===== src/rtl/mac_dot_seq.sv =====
// mac_dot_seq: drives a 2-stage MAC over operand buffers A/B to form a signed dot product.
// Define MAC_DOT_SEQ_CYCLE_CNT_EN to add the op_cycles latency report output.
module mac_dot_seq #(
    parameter int DATA_WIDTH  = 16,
    parameter int ACCUM_WIDTH = 2*DATA_WIDTH,
    parameter int ADDR_WIDTH  = 8
) (
    input  logic                   clk,
    input  logic                   rst,
`ifdef MAC_DOT_SEQ_CYCLE_CNT_EN
    output logic [15:0]            op_cycles,
`endif
    input  logic                   start,
    input  logic                   abort,
    input  logic [ADDR_WIDTH-1:0]  len,
    input  logic [ADDR_WIDTH-1:0]  base_a,
    input  logic [ADDR_WIDTH-1:0]  base_b,
    output logic                   busy,
    output logic                   done,
    output logic [ACCUM_WIDTH-1:0] result,
    output logic                   result_err,
    output logic                   rd_en,
    output logic [ADDR_WIDTH-1:0]  a_addr,
    output logic [ADDR_WIDTH-1:0]  b_addr,
    input  logic [DATA_WIDTH-1:0]  a_data,
    input  logic [DATA_WIDTH-1:0]  b_data,
    output logic                   mac_clr,
    output logic                   mac_run,
    output logic [DATA_WIDTH-1:0]  mac_in1,
    output logic [DATA_WIDTH-1:0]  mac_in2,
    input  logic [ACCUM_WIDTH-1:0] mac_total,
    input  logic                   mac_err
);
    typedef enum logic [2:0] {IDLE, CLEAR, STREAM, FLUSH, DRAIN, DONE} state_t;
    state_t                 state_q;
    logic [ADDR_WIDTH-1:0]  len_q, base_a_q, base_b_q, idx_q, idx_d, off;
    logic [ACCUM_WIDTH-1:0] result_q;
    logic                   err_q, more;
    assign idx_d = idx_q + ADDR_WIDTH'(1);
    // idx never exceeds len-1 in STREAM, so inequality is enough to detect the last element
    assign more = idx_d != len_q;
    assign busy = state_q != IDLE;
    assign done = state_q == DONE;
    assign mac_clr = abort || state_q == CLEAR;
    assign mac_run = !abort && (state_q == STREAM || state_q == FLUSH);
    assign rd_en = !abort && ((state_q == CLEAR && len_q != '0) || (state_q == STREAM && more));
    assign off = state_q == STREAM ? idx_d : '0;
    assign a_addr = rd_en ? base_a_q + off : '0;
    assign b_addr = rd_en ? base_b_q + off : '0;
    assign mac_in1 = state_q == STREAM ? a_data : '0;
    assign mac_in2 = state_q == STREAM ? b_data : '0;
    assign result = result_q;
    assign result_err = err_q;
    always_ff @(posedge clk) begin
        if (rst) begin
            state_q  <= IDLE;
            len_q    <= '0;
            base_a_q <= '0;
            base_b_q <= '0;
            idx_q    <= '0;
            result_q <= '0;
            err_q    <= 1'b0;
        end else if (abort) begin
            state_q <= IDLE;
        end else begin
            case (state_q)
                IDLE: if (start) begin
                    len_q    <= len;
                    base_a_q <= base_a;
                    base_b_q <= base_b;
                    idx_q    <= '0;
                    state_q  <= CLEAR;
                end
                CLEAR:  state_q <= len_q != '0 ? STREAM : FLUSH;
                STREAM: if (more) idx_q <= idx_d; else state_q <= FLUSH;
                FLUSH:  state_q <= DRAIN;
                DRAIN: begin
                    result_q <= mac_total;
                    err_q    <= mac_err;
                    state_q  <= DONE;
                end
                default: state_q <= IDLE;
            endcase
        end
    end
`ifdef MAC_DOT_SEQ_CYCLE_CNT_EN
    logic [15:0] cnt_q, op_cycles_q;
    assign op_cycles = op_cycles_q;
    // cnt_q lags the busy-cycle count by one, hence the +1 when loading in DONE
    always_ff @(posedge clk) begin
        if (rst) begin
            cnt_q       <= '0;
            op_cycles_q <= '0;
        end else begin
            cnt_q <= state_q == IDLE ? '0 : cnt_q + 16'd1;
            if (!abort && state_q == DONE) op_cycles_q <= cnt_q + 16'd1;
        end
    end
`endif
endmodule


===== config.mk =====
export PLATFORM = sky130hd
export DESIGN_NAME = mac_dot_seq
export DESIGN_NICKNAME = d
export VERILOG_FILES = /design/src/rtl/mac_dot_seq.sv
export SDC_FILE = /design/constraint.sdc
export NUM_CORES = 1
export LEC_CHECK = 0
export ABC_CLOCK_PERIOD_IN_PS = 5660
export BUFFER_PORTS_ARGS = -buffer_cell sky130_fd_sc_hd__buf_2
export CAP_MARGIN = 10
export CORE_MARGIN = 1
export CORE_UTILIZATION = 30
export DETAILED_ROUTE_END_ITERATION = 12
export PLACE_DENSITY = 0.57
export SLEW_MARGIN = 40
export SYNTH_ARGS = -nofsm -noshare
export SYNTH_HDL_FRONTEND = slang
export SYNTH_SLANG_ARGS = --single-unit

===== constraint.sdc =====
create_clock -name clk -period 5.66 [get_ports clk]
set_input_delay 1.132 -clock clk [delete_from_list [all_inputs] [get_ports clk]]
set_output_delay 1.132 -clock clk [all_outputs]
set_load 0.02 [all_outputs]

==> run summary <==
Status: finished clean
Gate count of the mapped netlist: 483
Nets: 749
Clock slew at reported path FFs: 50 ps
Diodes inserted: 0
GRT Residual Overflow: 0
Drt wl/cell: 13.3 um
PnR worst setup slack: 1140 ps
Leakage: 2.38 nW
Synth Flop Type: dfxtp_1
Global-route wire length before repair: 17300 um
Htree depth: 3
Fmax: 221 MHz
Routed Antenna Nets: 0
Die area: 13200 um^2
Synth cell types: 52
Ports: 179
Setup Buffers After CTS: 0
Post-synth EDFFs: 0
Seq cells post-synth: 68
Setup crit start kind: flip-flop
Worst EP required: 4530 ps
Total global-route track usage: 16.9%
Final setup fails: 0
Asr flop ratio synth: 0%
RD Place Congestion: 0.806
Sink Count: 68
Worst skew pair latency: 340 ps
Worst setup path end: a_addr[6]
Crit-path cells: or3b_1 -> nor2_1 -> ha_1 -> ha_1 -> a21o_1 -> maj3_1 -> a21o_1 -> a2111o_1 -> a41oi_1 -> buf_2
CP max stage delay: 540 ps
Initial antenna violation count: 0
Final number of hold-violating endpoints: 0
Core area: 12200 um^2
Most frequent cells after synthesis: 122 x nand2_1, 68 x dfxtp_1, 63 x a21oi_1
CTS tree: done
Synthesized area: 3820 um^2
Number of global-route vias before repair: 3688
Relative slew slack: 49.0%
R2R Path End: idx_q[5]
WL final: 10900 um
Slew Limit Fails: 0
FP Rows: 40
Drt pass-1 iters: 4
Post_cts resized: 0
Post-synth top area share: 35.6%
RSZ-0062 raised after global routing: no
Yosys Warn Count: 0
Critical path arrival: 3390 ps
Cells after DPL: 802
Max VDD drop: 0.150 mV
Vias: 3898
Clk_skew: 4.84 ps
Initial Util: 31.3%
First DRT Iteration DRCs: 218
PortBufs: 178
PwrDens: 236 nW/um^2
Crit end category: output pin
HPWL after DPL: 8140 um
# hold bufs at CTS: 0
Remaining DRCs: 0
Syn nets: 587
Max_cap viols: 0
Die W: 115 um
Largest net degree at the start of global routing: 69
Cell taking the most area after synthesis: dfxtp_1
Setup CP Type: reg2out
Class of the worst hold path: reg2reg
CP max FO: 11
Min Tclk post-route: 4520 ps
Vias/cell: 4.77
Worst-case reg-to-reg path depth: 8
CP max-delay cell: dfxtp_1
R2R Path Start: idx_q[0]
Worst-case clock buffer depth: 2
Top cells by area, synth: dfxtp_1 36%, nand2_1 12%, a21oi_1 8.2%, and2_1 5.9%, ha_1 3.6%
Worst slew pin tran: 764 ps
Seq/Total Area, Yosys: 35.6%
Post-route insts no fill: 817
Setup tns final: 0 ps
Worst Setup SP: state_q[0]
Area Growth Syn to Fin: 35.0%
Root Buffer: clkbuf_16
Flop2flop setup slack: 3290 ps
CTS buffer count: 9
Most numerous cell in the Yosys netlist: nand2_1
Syn Area/Cell: 7.91 um^2
Die height: 115 um
Share of layout cells above drive strength 1: 33.9%
Final period util: 79.9%
Placement Setup Slack: 1500 ps
-- metrics by stage --
| stage | util, % | hold slack [ps] | power (W) | area, um^2 |
|---|---|---|---|---|
| 5_1_grt | 42.3 | 475 | 0.00127 | 5160 |
| 3_3_place_gp | 39.6 | 439 | 0.000627 | 4840 |
| 3_5_place_dp | 39.7 | 444 | 0.000630 | 4840 |
| 4_1_cts | 42.3 | 452 | 0.00124 | 5160 |
| 2_1_floorplan | - | 441 | 0.000576 | 3820 |
| 6_report | 42.3 | 450 | 0.00122 | 5160 |
-- kinds of logic after synthesis --
family,after synthesis,share of synthesized area [%]
simple gates,230,28.8
xor+xnor,29,8.09
flops,68,35.6
fa+ha+maj,19,5.83
buf+inv,37,4.12
mux,9,2.36
compound gates,91,15.2
-- where the power goes --
group          switching [W]  internal [W]  total (W)
sequential         0.0000108      0.000488   0.000499
clock               0.000204      0.000395   0.000599
combinational      0.0000651     0.0000544   0.000119
total               0.000280      0.000938    0.00122
-- worst max-delay path: cells and delay by family (launching register included) --
| family | cells | cell delay [ps] |
|---|---|---|
| and+or+nand+nor | 2 | 560 |
| buffers and inverters | 1 | 200 |
| AOI/OAI and AO/OA | 4 | 990 |
| DFF | 1 | 540 |
| adders and majority gates | 3 | 750 |
-- worst min-delay path by stage --
stage / start / endpoint / slack (ps) / depth (start not counted)
finish: result[29] / result[29] / 450 / 2
global route: result_err / result_err / 470 / 2
CTS: result[29] / result[29] / 450 / 2
detailed placement: result[29] / result[29] / 440 / 2
global placement: result_err / result_err / 440 / 2
floorplan: base_a_q[0] / base_a_q[0] / 440 / 2
-- per-layer routing --
layer / part of all wire [%] / GRT usage (%)
met1: 40 / 18.5
met2: 51 / 30.7
met3: 7.9 / 5.64
met4: 1.7 / 5.63
met5: 0 / 0
-- area by class of cell --
class	count	area, um^2
fill	1312	7050
sequential	68	1360
clock inverter	4	73.8
multi-input combinational	378	2320
tap	168	210
clock buffer	11	243
timing repair buffer	184	936
inverter	4	15.0
-- cell usage in the layout (no fill, tap or decap), drive strengths merged, types with 2 or more instances in the layout --
master   count
buf        184
nand2      122
dfxtp       68
a21oi       64
and2        36
nor2        31
xnor2       14
xor2        11
ha          11
clkbuf      11
nor3        10
mux2i        9
maj3         8
o21ai        7
a21o         6
nor3b        6
nor2b        5
nor4         5
xnor3        4
inv          4
and3         3
a41oi        3
nand3        2
nor4bb       2
a221o        2
o211ai       2
a2111oi      2
bufinv       2
or3b         2
clkinv       2
-- flip-flops by register name, summed over array words and instances, names as in the netlist --
register	count
idx_q	8
base_b_q	8
result	32
base_a_q	8
len_q	8
state_q	3
result_err	1
(Power assumes the default switching activity.)
